File: config.mk
export PLATFORM = sky130hd
export DESIGN_NAME = id_ex_stage
export DESIGN_NICKNAME = d
export VERILOG_FILES = /design/src/rtl/pipe_pkg.sv /design/src/rtl/fwd_unit.sv /design/src/rtl/id_ex_stage.sv
export SDC_FILE = /design/constraint.sdc
export NUM_CORES = 1
export LEC_CHECK = 0
export BUFFER_PORTS_ARGS = -buffer_cell sky130_fd_sc_hd__buf_2
export CORE_ASPECT_RATIO = 1.4
export CORE_UTILIZATION = 46
export DETAILED_ROUTE_END_ITERATION = 8
export PLACE_DENSITY = 0.75
export SYNTH_ARGS = -nofsm -noshare
export SYNTH_HDL_FRONTEND = slang
export SYNTH_HIERARCHICAL = 1
export SYNTH_SLANG_ARGS = --single-unit
File: constraint.sdc
create_clock -name clk -period 4.1 [get_ports clk]
set_input_delay 0.41 -clock clk [delete_from_list [all_inputs] [get_ports clk]]
set_output_delay 0.41 -clock clk [all_outputs]
set_load 0.02 [all_outputs]
File: src/rtl/pipe_pkg.sv
// ---- pipe_pkg : shared ALU opcodes, ID/EX control record and bubble constant (rev 1.0) ----
`default_nettype none

package pipe_pkg;

  localparam int DATA_W = 32;
  localparam int REG_W  = 5;
  localparam int ALU_W  = 4;

  localparam logic [ALU_W-1:0] ALU_ADD = 4'b0000;
  localparam logic [ALU_W-1:0] ALU_SUB = 4'b0001;
  localparam logic [ALU_W-1:0] ALU_AND = 4'b0010;
  localparam logic [ALU_W-1:0] ALU_OR  = 4'b0011;
  localparam logic [ALU_W-1:0] ALU_XOR = 4'b0100;
  localparam logic [ALU_W-1:0] ALU_NOR = 4'b0101;
  localparam logic [ALU_W-1:0] ALU_SLT = 4'b0110;
  localparam logic [ALU_W-1:0] ALU_SLL = 4'b0111;
  localparam logic [ALU_W-1:0] ALU_SRL = 4'b1000;
  localparam logic [ALU_W-1:0] ALU_SRA = 4'b1001;

  typedef struct packed {
    logic             valid;
    logic             reg_write;
    logic             mem_read;
    logic             mem_write;
    logic             mem_to_reg;
    logic [ALU_W-1:0] ctrl_alu;
    logic             alu_src_imm;
    logic             shift_src;
  } idex_ctrl_t;

  // A bubble has no side effects: it neither writes, loads nor stores.
  localparam idex_ctrl_t CTRL_BUBBLE = '{
    valid:       1'b0,
    reg_write:   1'b0,
    mem_read:    1'b0,
    mem_write:   1'b0,
    mem_to_reg:  1'b0,
    ctrl_alu:    ALU_ADD,
    alu_src_imm: 1'b0,
    shift_src:   1'b0
  };

  function automatic logic [15:0] sat_inc16(input logic [15:0] v);
    return (v == 16'hFFFF) ? v : v + 16'd1;
  endfunction

endpackage

`default_nettype wire

File: src/rtl/fwd_unit.sv
// ---- fwd_unit : selects the newest in-flight value for one source register (rev 1.0) ----
`default_nettype none

module fwd_unit
  import pipe_pkg::*;
(
  input  logic [REG_W-1:0]  idx_i,
  input  logic [DATA_W-1:0] reg_data_i,
  input  logic              exm_reg_write_i,
  input  logic [REG_W-1:0]  exm_rd_i,
  input  logic [DATA_W-1:0] exm_result_i,
  input  logic              mwb_reg_write_i,
  input  logic [REG_W-1:0]  mwb_rd_i,
  input  logic [DATA_W-1:0] mwb_result_i,
  output logic [DATA_W-1:0] fwd_data_o
);

  logic exm_hit;
  logic mwb_hit;

  // $zero is hard-wired, so a writer targeting it must never be forwarded.
  assign exm_hit = exm_reg_write_i && (exm_rd_i != '0) && (exm_rd_i == idx_i);
  assign mwb_hit = mwb_reg_write_i && (mwb_rd_i != '0) && (mwb_rd_i == idx_i);

  always_comb begin
    fwd_data_o = reg_data_i;
    if (exm_hit) begin
      fwd_data_o = exm_result_i;
    end else if (mwb_hit) begin
      fwd_data_o = mwb_result_i;
    end
  end

endmodule

`default_nettype wire

File: src/rtl/id_ex_stage.sv
// ---- id_ex_stage : ID/EX register with bubble insertion, load-use detect and forwarding (rev 1.0) ----
`default_nettype none

module id_ex_stage
  import pipe_pkg::*;
(
  input  logic        clk,
  input  logic        rst,
  input  logic        stall,
  input  logic        flush,
  input  logic        id_valid,
  input  logic [4:0]  id_rs,
  input  logic [4:0]  id_rt,
  input  logic [4:0]  id_rd,
  input  logic [31:0] id_rs_data,
  input  logic [31:0] id_rt_data,
  input  logic [31:0] id_imm,
  input  logic [4:0]  id_shamt,
  input  logic [3:0]  id_ctrl_alu,
  input  logic        id_alu_src_imm,
  input  logic        id_shift_src,
  input  logic        id_uses_rt,
  input  logic        id_reg_write,
  input  logic        id_mem_read,
  input  logic        id_mem_write,
  input  logic        id_mem_to_reg,
  input  logic        exm_reg_write,
  input  logic [4:0]  exm_rd,
  input  logic [31:0] exm_result,
  input  logic        mwb_reg_write,
  input  logic [4:0]  mwb_rd,
  input  logic [31:0] mwb_result,
  output logic [31:0] alu_in1,
  output logic [31:0] alu_in2,
  output logic [3:0]  alu_ctrl,
  output logic [31:0] ex_store_data,
  output logic [4:0]  ex_rd,
  output logic        ex_valid,
  output logic        ex_reg_write,
  output logic        ex_mem_read,
  output logic        ex_mem_write,
  output logic        ex_mem_to_reg,
  output logic        load_use,
  output logic [15:0] bubble_count
);

  idex_ctrl_t        ctrl_q,         ctrl_d;
  logic [REG_W-1:0]  rs_q,           rs_d;
  logic [REG_W-1:0]  rt_q,           rt_d;
  logic [REG_W-1:0]  rd_q,           rd_d;
  logic [DATA_W-1:0] rs_data_q,      rs_data_d;
  logic [DATA_W-1:0] rt_data_q,      rt_data_d;
  logic [DATA_W-1:0] imm_q,          imm_d;
  logic [REG_W-1:0]  shamt_q,        shamt_d;
  logic [15:0]       bubble_count_q, bubble_count_d;

  idex_ctrl_t        id_ctrl;
  logic              rs_match;
  logic              rt_match;
  logic              bubble_write;
  logic [DATA_W-1:0] fwd_rs;
  logic [DATA_W-1:0] fwd_rt;

  always_comb begin
    id_ctrl             = CTRL_BUBBLE;
    id_ctrl.valid       = id_valid;
    id_ctrl.reg_write   = id_reg_write;
    id_ctrl.mem_read    = id_mem_read;
    id_ctrl.mem_write   = id_mem_write;
    id_ctrl.mem_to_reg  = id_mem_to_reg;
    id_ctrl.ctrl_alu    = id_ctrl_alu;
    id_ctrl.alu_src_imm = id_alu_src_imm;
    id_ctrl.shift_src   = id_shift_src;
  end

  // A load in EX cannot forward in time; the dependent instruction in ID must wait one cycle.
  assign rs_match = (id_rs == rd_q);
  assign rt_match = id_uses_rt && (id_rt == rd_q);
  assign load_use = !stall && ctrl_q.valid && ctrl_q.mem_read && (rd_q != '0) &&
                    id_valid && (rs_match || rt_match);

  assign bubble_write = flush || load_use;

  always_comb begin
    ctrl_d         = ctrl_q;
    rs_d           = rs_q;
    rt_d           = rt_q;
    rd_d           = rd_q;
    rs_data_d      = rs_data_q;
    rt_data_d      = rt_data_q;
    imm_d          = imm_q;
    shamt_d        = shamt_q;
    bubble_count_d = bubble_count_q;

    if (bubble_write) begin
      ctrl_d         = CTRL_BUBBLE;
      rs_d           = '0;
      rt_d           = '0;
      rd_d           = '0;
      rs_data_d      = '0;
      rt_data_d      = '0;
      imm_d          = '0;
      shamt_d        = '0;
      bubble_count_d = sat_inc16(bubble_count_q);
    end else if (!stall) begin
      ctrl_d    = id_ctrl;
      rs_d      = id_rs;
      rt_d      = id_rt;
      rd_d      = id_rd;
      rs_data_d = id_rs_data;
      rt_data_d = id_rt_data;
      imm_d     = id_imm;
      shamt_d   = id_shamt;
    end
  end

  always_ff @(posedge clk or posedge rst) begin
    if (rst) begin
      ctrl_q         <= CTRL_BUBBLE;
      rs_q           <= '0;
      rt_q           <= '0;
      rd_q           <= '0;
      rs_data_q      <= '0;
      rt_data_q      <= '0;
      imm_q          <= '0;
      shamt_q        <= '0;
      bubble_count_q <= '0;
    end else begin
      ctrl_q         <= ctrl_d;
      rs_q           <= rs_d;
      rt_q           <= rt_d;
      rd_q           <= rd_d;
      rs_data_q      <= rs_data_d;
      rt_data_q      <= rt_data_d;
      imm_q          <= imm_d;
      shamt_q        <= shamt_d;
      bubble_count_q <= bubble_count_d;
    end
  end

  fwd_unit u_fwd_rs (
    .idx_i           (rs_q),
    .reg_data_i      (rs_data_q),
    .exm_reg_write_i (exm_reg_write),
    .exm_rd_i        (exm_rd),
    .exm_result_i    (exm_result),
    .mwb_reg_write_i (mwb_reg_write),
    .mwb_rd_i        (mwb_rd),
    .mwb_result_i    (mwb_result),
    .fwd_data_o      (fwd_rs)
  );

  fwd_unit u_fwd_rt (
    .idx_i           (rt_q),
    .reg_data_i      (rt_data_q),
    .exm_reg_write_i (exm_reg_write),
    .exm_rd_i        (exm_rd),
    .exm_result_i    (exm_result),
    .mwb_reg_write_i (mwb_reg_write),
    .mwb_rd_i        (mwb_rd),
    .mwb_result_i    (mwb_result),
    .fwd_data_o      (fwd_rt)
  );

  assign alu_in1       = ctrl_q.shift_src ? {27'b0, shamt_q} : fwd_rs;
  assign alu_in2       = ctrl_q.alu_src_imm ? imm_q : fwd_rt;
  assign alu_ctrl      = ctrl_q.ctrl_alu;
  assign ex_store_data = fwd_rt;
  assign ex_rd         = rd_q;
  assign ex_valid      = ctrl_q.valid;
  assign ex_reg_write  = ctrl_q.reg_write;
  assign ex_mem_read   = ctrl_q.mem_read;
  assign ex_mem_write  = ctrl_q.mem_write;
  assign ex_mem_to_reg = ctrl_q.mem_to_reg;
  assign bubble_count  = bubble_count_q;

endmodule

`default_nettype wire

==> out/results.ini <==
[clocking]
root_buffer = clkbuf_16
clock_path_buffers = 2
clk_latency_ns = 0.42
holdBufCountCts = 0
cts.sinks = 143
cts_setup_buffers = 0
cts_buffers = 17
htree_num_levels = 4
cts.repair.resized = 0
cts_tree = built
clk_pin_slew_ns = 0.06

[drt]
drt-met1-wl_mm = 12.42
drt-pass1-iter-count = 6
detail-route-antenna-nets = 0
viasPerCell = 6.207
drcViolationCount = 0
wl_met2_mm = 16.42
vias = 9211
drt-total-wl_mm = 32.79
detail_route.wl_per_cell_um = 22.10
drtIter0Drc = 947
dr_wl_met3_mm = 2.552
topRoutingLayerUsed = met5

[power_and_ir_drop]
ir_drop_mv = 0.2921
p_leak_nw = 5.555
finalPower_mw = 4.271
power_density_mw_per_mm2 = 376.4

[sta]
skew_ns = 0.01120
tightest_slew_ns = 1.120
max_freq_mhz = 278.7
finalSetupViolCount = 0
setup_tns_ns = 0
finalHoldViolCount = 0
rsz0062_at_grt = no
drv_slew = 0
fin_crit_sh = 0.8750
slew-limit-headroom = 0.2533
fin_crit_ns = 3.588
setup_ws_ns = 0.5124

[synth]
synth_edf_count = 0
yosysSeqAreaShare = 0.3976
syn_area_mm2 = 0.009000
syn_area_per_cell_um2 = 9.494
ys_seq_elements = 143
yosys_warnings = 6
synth_top_flop_cell = dfrtp_1
synth_top_area_frac = 0.3976
synthDistinctLibCells = 46
synthTopCellsByArea = dfrtp_1 40%, mux2i_1 14%, nor2_1 5.5%, o31ai_1 5.3%, mux2_2 4.8%
synth.net_count = 1157
syn_inst = 948
async_reset_ff_frac = 1.000
synth_top_area_cell = dfrtp_1

[floorplanning]
initial_core_util = 0.4683
dieHeight_um = 167.5
ios = 335
core_mm2 = 0.01922
die_width_um = 120.2
fp-row-count = 60
die-area_mm2 = 0.02014

[setup_path]
arrival_ns = 3.18
cp-end-kind = primary output
startpoint_type = flip-flop
worstSetupPathType = reg -> out
required_ns = 3.69
worst-path-max-fanout = 33

[grt]
antenna_found_initial = 6
grt-ovfl-total = 0
grt_pass1_vias = 9086
grt_max_degree = 67
grt_use_total = 0.3213
grt_pass1_wl_mm = 49.98

[finish]
seqCellArea_mm2 = 0.003578
drive_above_1_share = 0.3625
reg_top3 = imm_q: 32 flops, rs_data_q: 32 flops, rt_data_q: 32 flops
final_nets = 1432
multiInputGateArea_mm2 = 0.004959
syn_to_final_growth_pct = 26.08
n_fill_cell = 1739

[place]
dp_hpwl_mm = 23.29
io_buffers = 334
gp_congestion = 0.9590
pre_cts_ws_ns = 1.061

[outcome]
status = completed

[flow_run]
drv_cap = 0

[min_path]
hold_path_class = in -> async

[synth_stat cells, types with 5 or more instances]
cell and instances:
dfrtp_1 143, nor2_1 132, mux2i_1 127, nand4_1 67
nor4_1 67, a31oi_1 64, o31ai_1 64, clkbuf_1 63
mux2_2 38, nor2b_1 27, xnor2_1 26, buf_2 20
nand3_1 13, xor2_1 11, nand2_1 10, and3_1 9
buf_4 9, buf_1 8, buf_6 6, and2_1 5
[metrics by stage]
stage                 util  cell area [µm²]  hold WS (ns)  instances
finish              0.5904            11350       0.03312       1484
global route        0.5904            11350       0.06129       1484
floorplan                -             9004        0.4835        948
detailed placement  0.5596            10760        0.4771       1452
CTS                 0.5900            11340       0.02805       1481
global placement    0.5596            10760        0.4747       1452
[metal layers]
metal  vias to the layer above  GRT usage
met5                         -          0
met2                       556     0.5440
met4                         2     0.1637
met1                      4427     0.3860
met3                       127    0.06097
li1                       4099          -
[critical path: stages (launching register included)]
cell and delay [ns]:
dfrtp_1 0.43, xnor2_1 0.31, nand3_2 0.14, buf_4 0.27, or3_1 0.71, buf_12 0.29
a31oi_1 0.24, mux2_2 0.21, buf_2 0.15
[where the power goes]
| group | internal (mW) | switching (mW) |
|---|---|---|
| clock network | 0.967 | 0.606 |
| logic | 0.397 | 0.683 |
| registers | 1.52 | 0.102 |
[cells in the final DEF (no fill, tap or decap), types with 38 or more instances in the layout]
master / count
buf_2: 333
dfrtp_1: 143
o31ai_1: 64
mux2i_1: 127
a31oi_1: 64
nor4_1: 67
mux2_2: 38
nor2_1: 132
nand4_1: 67
[cell type report]
cell class	count	area share
Multi-Input combinational cell	698	0.4370
Inverter	1	0.0006616
Antenna cell	3	0.0006616
Clock buffer	20	0.03936
Timing Repair Buffer	362	0.1675
Tap cell	248	0.02735
Clock inverter	9	0.01213
Sequential cell	143	0.3154
[cells by family (layout without fill, tap and decap cells)]
| family | count (synthesis) | in the layout | synth area share |
|---|---|---|---|
| simple gates | 349 | 349 | 0.2034 |
| mux | 167 | 167 | 0.1917 |
| compound gates | 144 | 144 | 0.1137 |
| flops | 143 | 143 | 0.3976 |
| buf+inv | 107 | 392 | 0.05617 |
| xor+xnor | 37 | 37 | 0.03601 |
| fa+ha+maj | 1 | 1 | 0.001390 |
| other cells | 0 | 3 | 0 |
[path summary, 6_finish.rpt]
path	slack, ns	endpoint	depth (start not counted)	startpoint
worst max register to register	1.43	imm_q[14]	6	ex_rd[3]
worst min-delay path	0.03	bubble_count[0]	2	rst
min in group clk	0.23	rs_data_q[6]	3	id_rs_data[6]
worst max-delay path	0.51	alu_in2[23]	8	rt_q[1]
max in group asynchronous	2.93	rs_data_q[11]	3	rst
worst min register to register	0.52	imm_q[11]	2	imm_q[11]
(Power assumes the default switching activity.)
